[src/rtl/mat_stream_loader_if.sv]
// mat_stream_loader_if
//   Bundles the element-stream input handshake and the whole-matrix output
//   handshake of the matrix stream loader.
//
//   Signals:
//     input_elem      32-bit element from the word-serial source
//     input_elem_stb  source has a valid element
//     input_elem_ack  loader can take an element this cycle
//     output_mat      assembled matrix, stored [row][col]
//     output_mat_stb  output_mat is complete and valid
//     output_mat_ack  consumer takes the matrix
//     elem_index      elements accepted into the current matrix
//
//   Modports:
//     master  the environment (element source plus matrix consumer)
//     slave   the loader itself
interface mat_stream_loader_if #(
    parameter int M = 1,
    parameter int N = 1
);
    localparam int IDX_W = $clog2(M * N + 1);

    logic [31:0]                input_elem;
    logic                       input_elem_stb;
    logic                       input_elem_ack;
    logic [M-1:0][N-1:0][31:0]  output_mat;
    logic                       output_mat_stb;
    logic                       output_mat_ack;
    logic [IDX_W-1:0]           elem_index;

    modport master (
        output input_elem,
        output input_elem_stb,
        output output_mat_ack,
        input  input_elem_ack,
        input  output_mat,
        input  output_mat_stb,
        input  elem_index
    );

    modport slave (
        input  input_elem,
        input  input_elem_stb,
        input  output_mat_ack,
        output input_elem_ack,
        output output_mat,
        output output_mat_stb,
        output elem_index
    );
endinterface

[src/rtl/mat_stream_loader.sv]
// mat_stream_loader
//   Collects 32-bit elements one per stb/ack handshake into an M x N matrix,
//   then presents the whole matrix with output_mat_stb until the consumer
//   acknowledges it. With TRANSPOSE=1 the incoming stream is column-major;
//   the stored matrix is always indexed [row][col].
//
//   Ports:
//     clk  rising-edge clock for all state
//     rst  asynchronous reset, active low
//     bus  mat_stream_loader_if slave view (element input handshake,
//          matrix output handshake, elem_index progress count)
module mat_stream_loader #(
    parameter int M         = 1,
    parameter int N         = 1,
    parameter int TRANSPOSE = 0
) (
    input  logic                clk,
    input  logic                rst,
    mat_stream_loader_if.slave  bus
);

    localparam int IDX_W = $clog2(M * N + 1);
    localparam int ROW_W = (M > 1) ? $clog2(M) : 1;
    localparam int COL_W = (N > 1) ? $clog2(N) : 1;

    localparam logic [0:0] ST_LOAD = 1'b0;
    localparam logic [0:0] ST_PUT  = 1'b1;

    localparam logic [IDX_W-1:0] LAST_IDX = IDX_W'(M * N - 1);
    localparam logic [IDX_W-1:0] FULL_IDX = IDX_W'(M * N);
    localparam logic [ROW_W-1:0] LAST_ROW = ROW_W'(M - 1);
    localparam logic [COL_W-1:0] LAST_COL = COL_W'(N - 1);

    logic [0:0]                 state_q, state_d;
    logic [ROW_W-1:0]           row_q, row_d;
    logic [COL_W-1:0]           col_q, col_d;
    logic [IDX_W-1:0]           idx_q, idx_d;
    logic                       ack_q, ack_d;
    logic                       stb_q, stb_d;
    logic [M-1:0][N-1:0][31:0]  mat_q, mat_d;

    always_comb begin
        state_d = state_q;
        row_d   = row_q;
        col_d   = col_q;
        idx_d   = idx_q;
        ack_d   = ack_q;
        stb_d   = stb_q;
        mat_d   = mat_q;

        case (state_q)
            ST_LOAD: begin
                // ack rises on the first edge after reset and then stays up,
                // giving one element per cycle while the source keeps stb high.
                ack_d = 1'b1;
                if (bus.input_elem_stb && ack_q) begin
                    mat_d[row_q][col_q] = bus.input_elem;
                    if (idx_q == LAST_IDX) begin
                        // The last element is written on the same edge that
                        // raises the matrix strobe.
                        ack_d   = 1'b0;
                        stb_d   = 1'b1;
                        idx_d   = FULL_IDX;
                        row_d   = '0;
                        col_d   = '0;
                        state_d = ST_PUT;
                    end else begin
                        idx_d = idx_q + IDX_W'(1);
                        if (TRANSPOSE == 0) begin
                            if (col_q == LAST_COL) begin
                                col_d = '0;
                                row_d = row_q + ROW_W'(1);
                            end else begin
                                col_d = col_q + COL_W'(1);
                            end
                        end else begin
                            if (row_q == LAST_ROW) begin
                                row_d = '0;
                                col_d = col_q + COL_W'(1);
                            end else begin
                                row_d = row_q + ROW_W'(1);
                            end
                        end
                    end
                end
            end

            ST_PUT: begin
                // stb is always high here, so ack alone completes the transfer.
                // The matrix is left in place; the next one overwrites it.
                if (bus.output_mat_ack) begin
                    stb_d   = 1'b0;
                    ack_d   = 1'b1;
                    idx_d   = '0;
                    row_d   = '0;
                    col_d   = '0;
                    state_d = ST_LOAD;
                end
            end
        endcase
    end

    always_ff @(posedge clk or negedge rst) begin
        if (!rst) begin
            state_q <= ST_LOAD;
            row_q   <= '0;
            col_q   <= '0;
            idx_q   <= '0;
            ack_q   <= 1'b0;
            stb_q   <= 1'b0;
            mat_q   <= '0;
        end else begin
            state_q <= state_d;
            row_q   <= row_d;
            col_q   <= col_d;
            idx_q   <= idx_d;
            ack_q   <= ack_d;
            stb_q   <= stb_d;
            mat_q   <= mat_d;
        end
    end

    assign bus.input_elem_ack = ack_q;
    assign bus.output_mat_stb = stb_q;
    assign bus.output_mat     = mat_q;
    assign bus.elem_index     = idx_q;

endmodule

[src/flat_wrapper.sv]
// flat-port wrapper written by rule: the top's interface ports become plain ports
module mat_stream_loader_flat 
#(
    parameter int M         = 1,
    parameter int N         = 1,
    parameter int TRANSPOSE = 0
)
  (clk, rst, bus_input_elem, bus_input_elem_stb, bus_output_mat_ack, bus_input_elem_ack, bus_output_mat, bus_output_mat_stb, bus_elem_index);
  mat_stream_loader_if #(.M(M), .N(N)) bus_i ();
  input  logic clk;
  input  logic rst;
  input wire logic [$bits(bus_i.input_elem)-1:0] bus_input_elem;
  input wire logic [$bits(bus_i.input_elem_stb)-1:0] bus_input_elem_stb;
  input wire logic [$bits(bus_i.output_mat_ack)-1:0] bus_output_mat_ack;
  output wire logic [$bits(bus_i.input_elem_ack)-1:0] bus_input_elem_ack;
  output wire logic [$bits(bus_i.output_mat)-1:0] bus_output_mat;
  output wire logic [$bits(bus_i.output_mat_stb)-1:0] bus_output_mat_stb;
  output wire logic [$bits(bus_i.elem_index)-1:0] bus_elem_index;
  assign bus_i.input_elem = bus_input_elem;
  assign bus_i.input_elem_stb = bus_input_elem_stb;
  assign bus_i.output_mat_ack = bus_output_mat_ack;
  assign bus_input_elem_ack = bus_i.input_elem_ack;
  assign bus_output_mat = bus_i.output_mat;
  assign bus_output_mat_stb = bus_i.output_mat_stb;
  assign bus_elem_index = bus_i.elem_index;
  mat_stream_loader #(.M(M), .N(N), .TRANSPOSE(TRANSPOSE)) u_core (.clk(clk), .rst(rst), .bus(bus_i));
endmodule
[config.mk]
export PLATFORM = sky130hd
export DESIGN_NAME = mat_stream_loader_flat
export DESIGN_NICKNAME = d
export VERILOG_FILES = /design/src/rtl/mat_stream_loader_if.sv /design/src/rtl/mat_stream_loader.sv /design/src/flat_wrapper.sv
export SDC_FILE = /design/constraint.sdc
export NUM_CORES = 1
export LEC_CHECK = 0
export BUFFER_PORTS_ARGS = -buffer_cell sky130_fd_sc_hd__buf_2
export CELL_PAD_IN_SITES_DETAIL_PLACEMENT = 1
export CELL_PAD_IN_SITES_GLOBAL_PLACEMENT = 2
export CORE_UTILIZATION = 32
export CTS_BUF_LIST = sky130_fd_sc_hd__clkbuf_8
export DETAILED_ROUTE_END_ITERATION = 10
export PLACE_DENSITY_LB_ADDON = 0.1
export SLEW_MARGIN = 20
export SYNTH_ARGS = -nofsm -noshare
export SYNTH_HDL_FRONTEND = slang
export SYNTH_SLANG_ARGS = --single-unit
[constraint.sdc]
create_clock -name clk -period 5 [get_ports clk]
set_clock_uncertainty 0.2 [all_clocks]
set_input_delay 0.75 -clock clk [delete_from_list [all_inputs] [get_ports clk]]
set_output_delay 0.75 -clock clk [all_outputs]
set_load 0.02 [all_outputs]
==> flow_metrics.py, run 1 <==
metrics = {
    "final_layout": {
        "design_area_um2": 1910,
        "fin_util": 0.461,
        "area.growth.synth_to_final_pct": 34.3,
        "n_fill_cell": 463,
        "final_nets": 198,
        "layout-drive-gt1-share": 0.681,
        "final_cells": 213,
        "antenna_cells": 0,
    },
    "detailed_routing": {
        "num_vias": 966,
        "drt_iter0_markers": 43,
        "routed_wl_mm": 3.01,
        "dr.pass1.iters": 4,
        "post-route-drc-count": 0,
        "wire_per_inst_um": 14.2,
        "ant_nets": 0,
        "viasPerCell": 4.54,
    },
    "worst_hold_path": {
        "hold_depth": 1,
        "hold_class": "flop to flop",
        "hold_path_end": "u_core.bus.output_mat[23]",
        "min-delay-start": "u_core.bus.output_mat[23]",
    },
    "synth": {
        "syn_avg_cell_area_um2": 16.3,
        "synth_fp_nets": 123,
        "synth_cells": 87,
        "ys_warn_count": 0,
        "syn_area_um2": 1420,
        "seq_area_frac_synth": 0.651,
        "ys_types": 18,
        "ys_ff_latch": 37,
    },
    "timing": {
        "min_period_ps": 1890,
        "hold_viol": 0,
        "drv_slew": 0,
        "slew_headroom": 0.465,
        "whs_ps": 289,
        "setup_viol": 0,
        "rsz0062_at_grt": "false",
        "setup_tns_ps": 0,
        "worst_slew_pin_slew_ps": 802,
        "fin_crit_sh": 0.378,
        "max_freq_mhz": 529,
        "worst_slack_ps": 3110,
    },
    "power": {
        "combPwrFrac": 0.451,
        "internal_power_uw": 850,
        "clkPwrFrac": 0.161,
        "ir_drop_uv": 255,
        "power_mw": 1.38,
        "power_leakage_nw": 0.934,
        "power_density_nw_per_um2": 723,
        "p_switching_uw": 530,
        "pwr-share-seq": 0.387,
        "switching_share": 0.384,
    },
    "setup_path": {
        "worstPathArrival_ps": 1860,
        "r2r-start": "u_core.state_q",
        "worst-r2r-setup-slack_ps": 3230,
        "crit_path_max_fanout": 33,
        "end_kind": "flop",
        "r2r-end": "u_core.bus.output_mat[1]",
        "start_kind": "input pin",
        "cp.required_ps": 4970,
        "worstRegToRegCells": 3,
        "worstSetupPathType": "input pin to flop",
    },
    "floorplanning": {
        "fp.dieW_um": 68.6,
        "die-area_um2": 4710,
        "start_util": 0.343,
        "ios": 71,
        "core_area_um2": 4140,
        "num_rows": 23,
        "die_h_um": 68.6,
    },
    "clock_tree": {
        "htreeDepth": 2,
        "max-clock-path-buffers": 2,
        "cts_hold_buf": 0,
        "clk_pin_slew_ps": 70,
        "clk_latency_ps": 280,
        "postCtsSetupBuffers": 0,
        "cts_sinks": 37,
        "cts_tree": "yes",
        "root_buffer": "clkbuf_8",
        "cts_made_buffers": 5,
        "ctsResizeCount": 0,
    },
    "global_route": {
        "track_usage": 0.136,
        "grt_max_degree": 38,
        "antenna_found_initial": 0,
        "first_global_vias": 962,
        "grt_pass1_wl_mm": 4.49,
        "grt_overflow": 0,
    },
    "place": {
        "globalplace.congestion": 0.709,
        "dp_cells": 205,
        "place_ws_ps": 2790,
        "post_dp_cell_area_um2": 1810,
        "dp_hpwl_mm": 2.27,
        "io_buffers": 70,
    },
    "run": {
        "cap_viol_max_count": 0,
    },
    "outcome": {
        "outcome": "finished clean",
    },
}
[critical path, cell delays in order]
cell,delay (ps)
buf_2,90
nand2_2,100
nor3_4,120
buf_4,390
mux2_2,390
[power groups by stage]
stage                     clock network (mW)  registers [mW]  logic [mW]
after floorplan                            0           0.720       0.251
after global placement                     0           0.538       0.614
after detailed placement                   0           0.541       0.635
after CTS                              0.234           0.537       0.634
after global routing                   0.247           0.556       0.674
final                                  0.222           0.534       0.623
[routing by layer]
| metal | routed length, um | up-vias | global-route usage |
|---|---|---|---|
| met3 | 262 | 2 | 0.0576 |
| met5 | 0 | - | 0 |
| met1 | 1230 | 469 | 0.167 |
| met4 | 19 | 0 | 0.0391 |
| met2 | 1500 | 42 | 0.216 |
| li1 | - | 453 | - |
[cells by family after synthesis]
logic type,count (synthesis),share of synthesized area
multiplexers,32,0.254
AND/OR/NAND/NOR,8,0.0361
buffers and inverters,4,0.0264
XOR/XNOR,1,0.00616
flip-flops,37,0.651
AO/OA/AOI/OAI,5,0.0264
[cell usage in the layout, fill, tap and decap left out]
master    count
buf_4         1
dfrtp_1      37
a21boi_0      1
nand2b_1      1
nor3_4        1
buf_2        70
a22o_1        1
or2_2         1
clkbuf_8      7
nand2_1       1
a21o_1        1
nor3_1        1
o31ai_1       1
xnor2_1       1
nor2_1        2
mux2_1        3
inv_1         1
mux2_2       29
o22ai_1       1
nand2_2       1
clkinv_2      1
[synth_stat cells]
cell type  count  area share
nor3_4         1       0.011
a21boi_0       1      0.0053
mux2_2        29        0.23
a21o_1         1      0.0053
mux2_1         3       0.024
nand2_2        1      0.0044
nand2b_1       1      0.0044
buf_6          3       0.024
xnor2_1        1      0.0062
nor3_1         1      0.0035
dfrtp_1       37        0.65
nand2_1        1      0.0026
nor2_1         2      0.0053
o22ai_1        1      0.0044
a22o_1         1      0.0062
o31ai_1        1      0.0053
inv_1          1      0.0026
or2_2          1      0.0044
[how the worst max path moves through the flow]
stage / startpoint / end
floorplan: bus_input_elem_stb / u_core.bus.output_mat[17]
global placement: bus_input_elem_stb / u_core.bus.output_mat[1]
detailed placement: bus_input_elem_stb / u_core.bus.output_mat[1]
CTS: bus_input_elem_stb / u_core.bus.output_mat[1]
global route: bus_input_elem_stb / u_core.bus.output_mat[18]
finish: bus_input_elem_stb / u_core.bus.output_mat[1]
[state kept, by name (all words and copies together) (netlist names)]
| register | count |
|---|---|
| u_core.bus.output_mat | 32 |
| u_core.state_q | 1 |
| u_core.bus.output_mat_stb | 1 |
| u_core.bus.input_elem_ack | 1 |
| u_core.row_q | 1 |
| u_core.bus.elem_index | 1 |
[layout make-up]
class,instances,area [um2],share of cell area
clock inverter,1,5.00,0.00262
timing repair buffer,71,358,0.187
clock buffer,7,96.3,0.0505
inverter,1,3.75,0.00197
tap,50,62.6,0.0328
sequential,37,926,0.485
multi-input combinational,46,458,0.240
No activity file was read; power rests on OpenSTA's default activity.
==> run 2, diff against run 1 <==
--- a/config.mk
+++ b/config.mk
@@ -8,7 +8,7 @@
 export BUFFER_PORTS_ARGS = -buffer_cell sky130_fd_sc_hd__buf_2
 export CELL_PAD_IN_SITES_DETAIL_PLACEMENT = 1
 export CELL_PAD_IN_SITES_GLOBAL_PLACEMENT = 2
-export CORE_UTILIZATION = 32
+export CORE_UTILIZATION = 27
 export CTS_BUF_LIST = sky130_fd_sc_hd__clkbuf_8
 export DETAILED_ROUTE_END_ITERATION = 10
 export PLACE_DENSITY_LB_ADDON = 0.1
==> constraint.sdc (replaced) <==
create_clock -name clk -period 1.55 [get_ports clk]
set_clock_uncertainty 0.2 [all_clocks]
set_input_delay 0.2325 -clock clk [delete_from_list [all_inputs] [get_ports clk]]
set_output_delay 0.2325 -clock clk [all_outputs]
set_load 0.02 [all_outputs]
==> flow_metrics.py, run 2 (synthesized netlist as in run 1, its figures left out) <==
metrics = {
    "setup_path": {
        "r2r-start": "u_core.row_q",
        "worst-r2r-setup-slack_ps": -6,
        "crit_chain": "nor3_4, buf_4, buf_16, mux2_2",
        "worstPathArrival_ps": 1530,
        "end_kind": "flop",
        "crit_path_max_fanout": 9,
        "path_buf_inv": 2,
        "cp.required_ps": 1520,
        "start_kind": "flop",
        "cpMaxStageDelayCell": "dfrtp_1",
        "worstRegToRegCells": 4,
        "cp_slowest_stage_delay_ps": 410,
        "worstSetupEndpoint": "u_core.bus.output_mat[4]",
        "r2r-end": "u_core.bus.output_mat[4]",
        "cp-startpoint": "u_core.row_q",
        "worstSetupPathType": "flop to flop",
        "worstSetupPathDepth": 4,
        "cp_top_family": "flip-flops",
    },
    "run": {
        "cap_viol_max_count": 0,
    },
    "timing": {
        "fin_crit_sh": 1.00,
        "setup_tns_ps": -7.41,
        "setup_viol": 2,
        "worst_slew_pin_slew_ps": 289,
        "worst_slack_ps": -6.36,
        "drv_slew": 0,
        "max_freq_mhz": 643,
        "hold_viol": 0,
        "rsz0062_at_grt": "true",
        "min_period_ps": 1560,
        "slew_headroom": 0.808,
    },
    "final_layout": {
        "area.growth.synth_to_final_pct": 74.7,
        "layout_commonest_cell": "buf_2",
        "layout-drive-gt1-share": 0.597,
        "fin_util": 0.489,
        "largest_reg_flops": 32,
        "final_nets": 241,
        "multi_input_area_um2": 549,
        "n_fill_cell": 558,
        "seqCellArea_um2": 927,
        "antenna_cells": 0,
        "layout_common_cells": "70 x buf_2, 36 x dfrtp_1, 33 x dlygate4sd3_1, 23 x mux2_4",
    },
    "worst_hold_path": {
        "hold_class": "input pin to flop",
    },
    "place": {
        "place_ws_ps": -22.9,
        "dp_hpwl_mm": 2.49,
        "io_buffers": 70,
        "globalplace.congestion": 0.704,
    },
    "power": {
        "combPwrFrac": 0.518,
        "ir_drop_uv": 886,
        "power_mw": 5.11,
        "p_switching_mw": 1.88,
        "internal_power_mw": 3.23,
        "pwr-share-seq": 0.341,
        "clkPwrFrac": 0.142,
        "power_density_nw_per_um2": 2060,
        "power_leakage_nw": 1.22,
        "switching_share": 0.368,
    },
    "detailed_routing": {
        "wirelength_met1_mm": 1.61,
        "dr.pass1.iters": 4,
        "ant_nets": 0,
        "maxUsedRoutingLayer": "met4",
        "post-route-drc-count": 0,
        "drt_iter0_markers": 27,
        "routed-wl-met3_um": 275,
        "num_vias": 1173,
        "routed_wl_mm": 3.80,
        "wire_per_inst_um": 13.8,
        "viasPerCell": 4.25,
        "met2WireLength_mm": 1.87,
    },
    "global_route": {
        "grt_max_degree": 20,
        "antenna_found_initial": 0,
        "grt_pass1_wl_mm": 6.09,
        "grt_overflow": 0,
        "first_global_vias": 1287,
        "track_usage": 0.149,
    },
    "outcome": {
        "violations": "setup timing",
        "outcome": "finished with violations",
    },
    "clock_tree": {
        "cts_tree": "yes",
        "root_buffer": "clkbuf_8",
        "clk_pin_slew_ps": 70,
        "htreeDepth": 2,
        "clk_latency_ps": 280,
        "cts_sinks": 37,
        "max-clock-path-buffers": 2,
        "cts_made_buffers": 5,
    },
    "floorplanning": {
        "ios": 71,
        "start_util": 0.280,
        "num_rows": 26,
        "core_area_um2": 5070,
        "die_h_um": 74.6,
        "fp.dieW_um": 74.6,
        "die-area_um2": 5560,
    },
}
## run 2: cell count changes in the layout (fill, tap and decap cells not counted), sizes merged
cell / before / now
buf: 71 / 81
dlygate4sd3: 0 / 33
## run 2: repair_timing
action	4_1_cts	5_1_grt
endpoints found under the setup margin	31	32
hold buffers	33	0
buffers inserted	2	0
cloned	1	0
hold endpoints to repair	69	0
pin swaps	1	0
gates resized for setup	7	22
## run 2: metal layers
layer,vias up,track usage
li1,541,-
met1,576,0.170
met2,50,0.263
met3,6,0.0461
met4,0,0.0503
met5,-,0
## run 2: how the worst min path moves through the flow
stage	to	from	slack, ps	cells past startpoint
after floorplan	u_core.bus.elem_index	rst	-260	0
after global placement	u_core.bus.output_mat[7]	rst	-70	1
after detailed placement	u_core.bus.output_mat[7]	rst	-70	1
after CTS	u_core.state_q	bus_output_mat_ack	120	3
after global routing	u_core.bus.output_mat_stb	bus_output_mat_ack	150	3
final	u_core.bus.output_mat_stb	bus_output_mat_ack	130	3
## run 2: cell type report
| type | instances | share of cell area |
|---|---|---|
| flip-flops and latches | 37 | 0.373 |
| clock buffers | 7 | 0.0388 |
| inverters | 1 | 0.00151 |
| clock inverters | 1 | 0.00202 |
| repair buffers | 114 | 0.328 |
| multi-input cells | 46 | 0.221 |
| well taps | 70 | 0.0353 |
## run 2: worst reg2reg max path, stage by stage, from the launching register on
cell and delay [ps]:
dfrtp_1 410, nor3_4 210, buf_4 160, buf_16 130, mux2_2 330
## run 2: power by group through the flow
stage               clock (mW)  sequential [mW]  combinational (mW)
floorplan                    0             2.33               0.814
global placement             0             1.72                2.13
detailed placement           0             1.74                2.19
CTS                      0.765             1.73                2.42
global route             0.795             1.81                2.83
finish                   0.725             1.74                2.65
## run 2: metrics by stage
| stage | cell area, um2 | instances | hold slack, ps |
|---|---|---|---|
| CTS | 2400 | 276 | 119 |
| global route | 2480 | 276 | 150 |
| floorplan | 1430 | 87 | -263 |
| global placement | 1900 | 232 | -66.0 |
| finish | 2480 | 276 | 129 |
| detailed placement | 1900 | 232 | -68.3 |
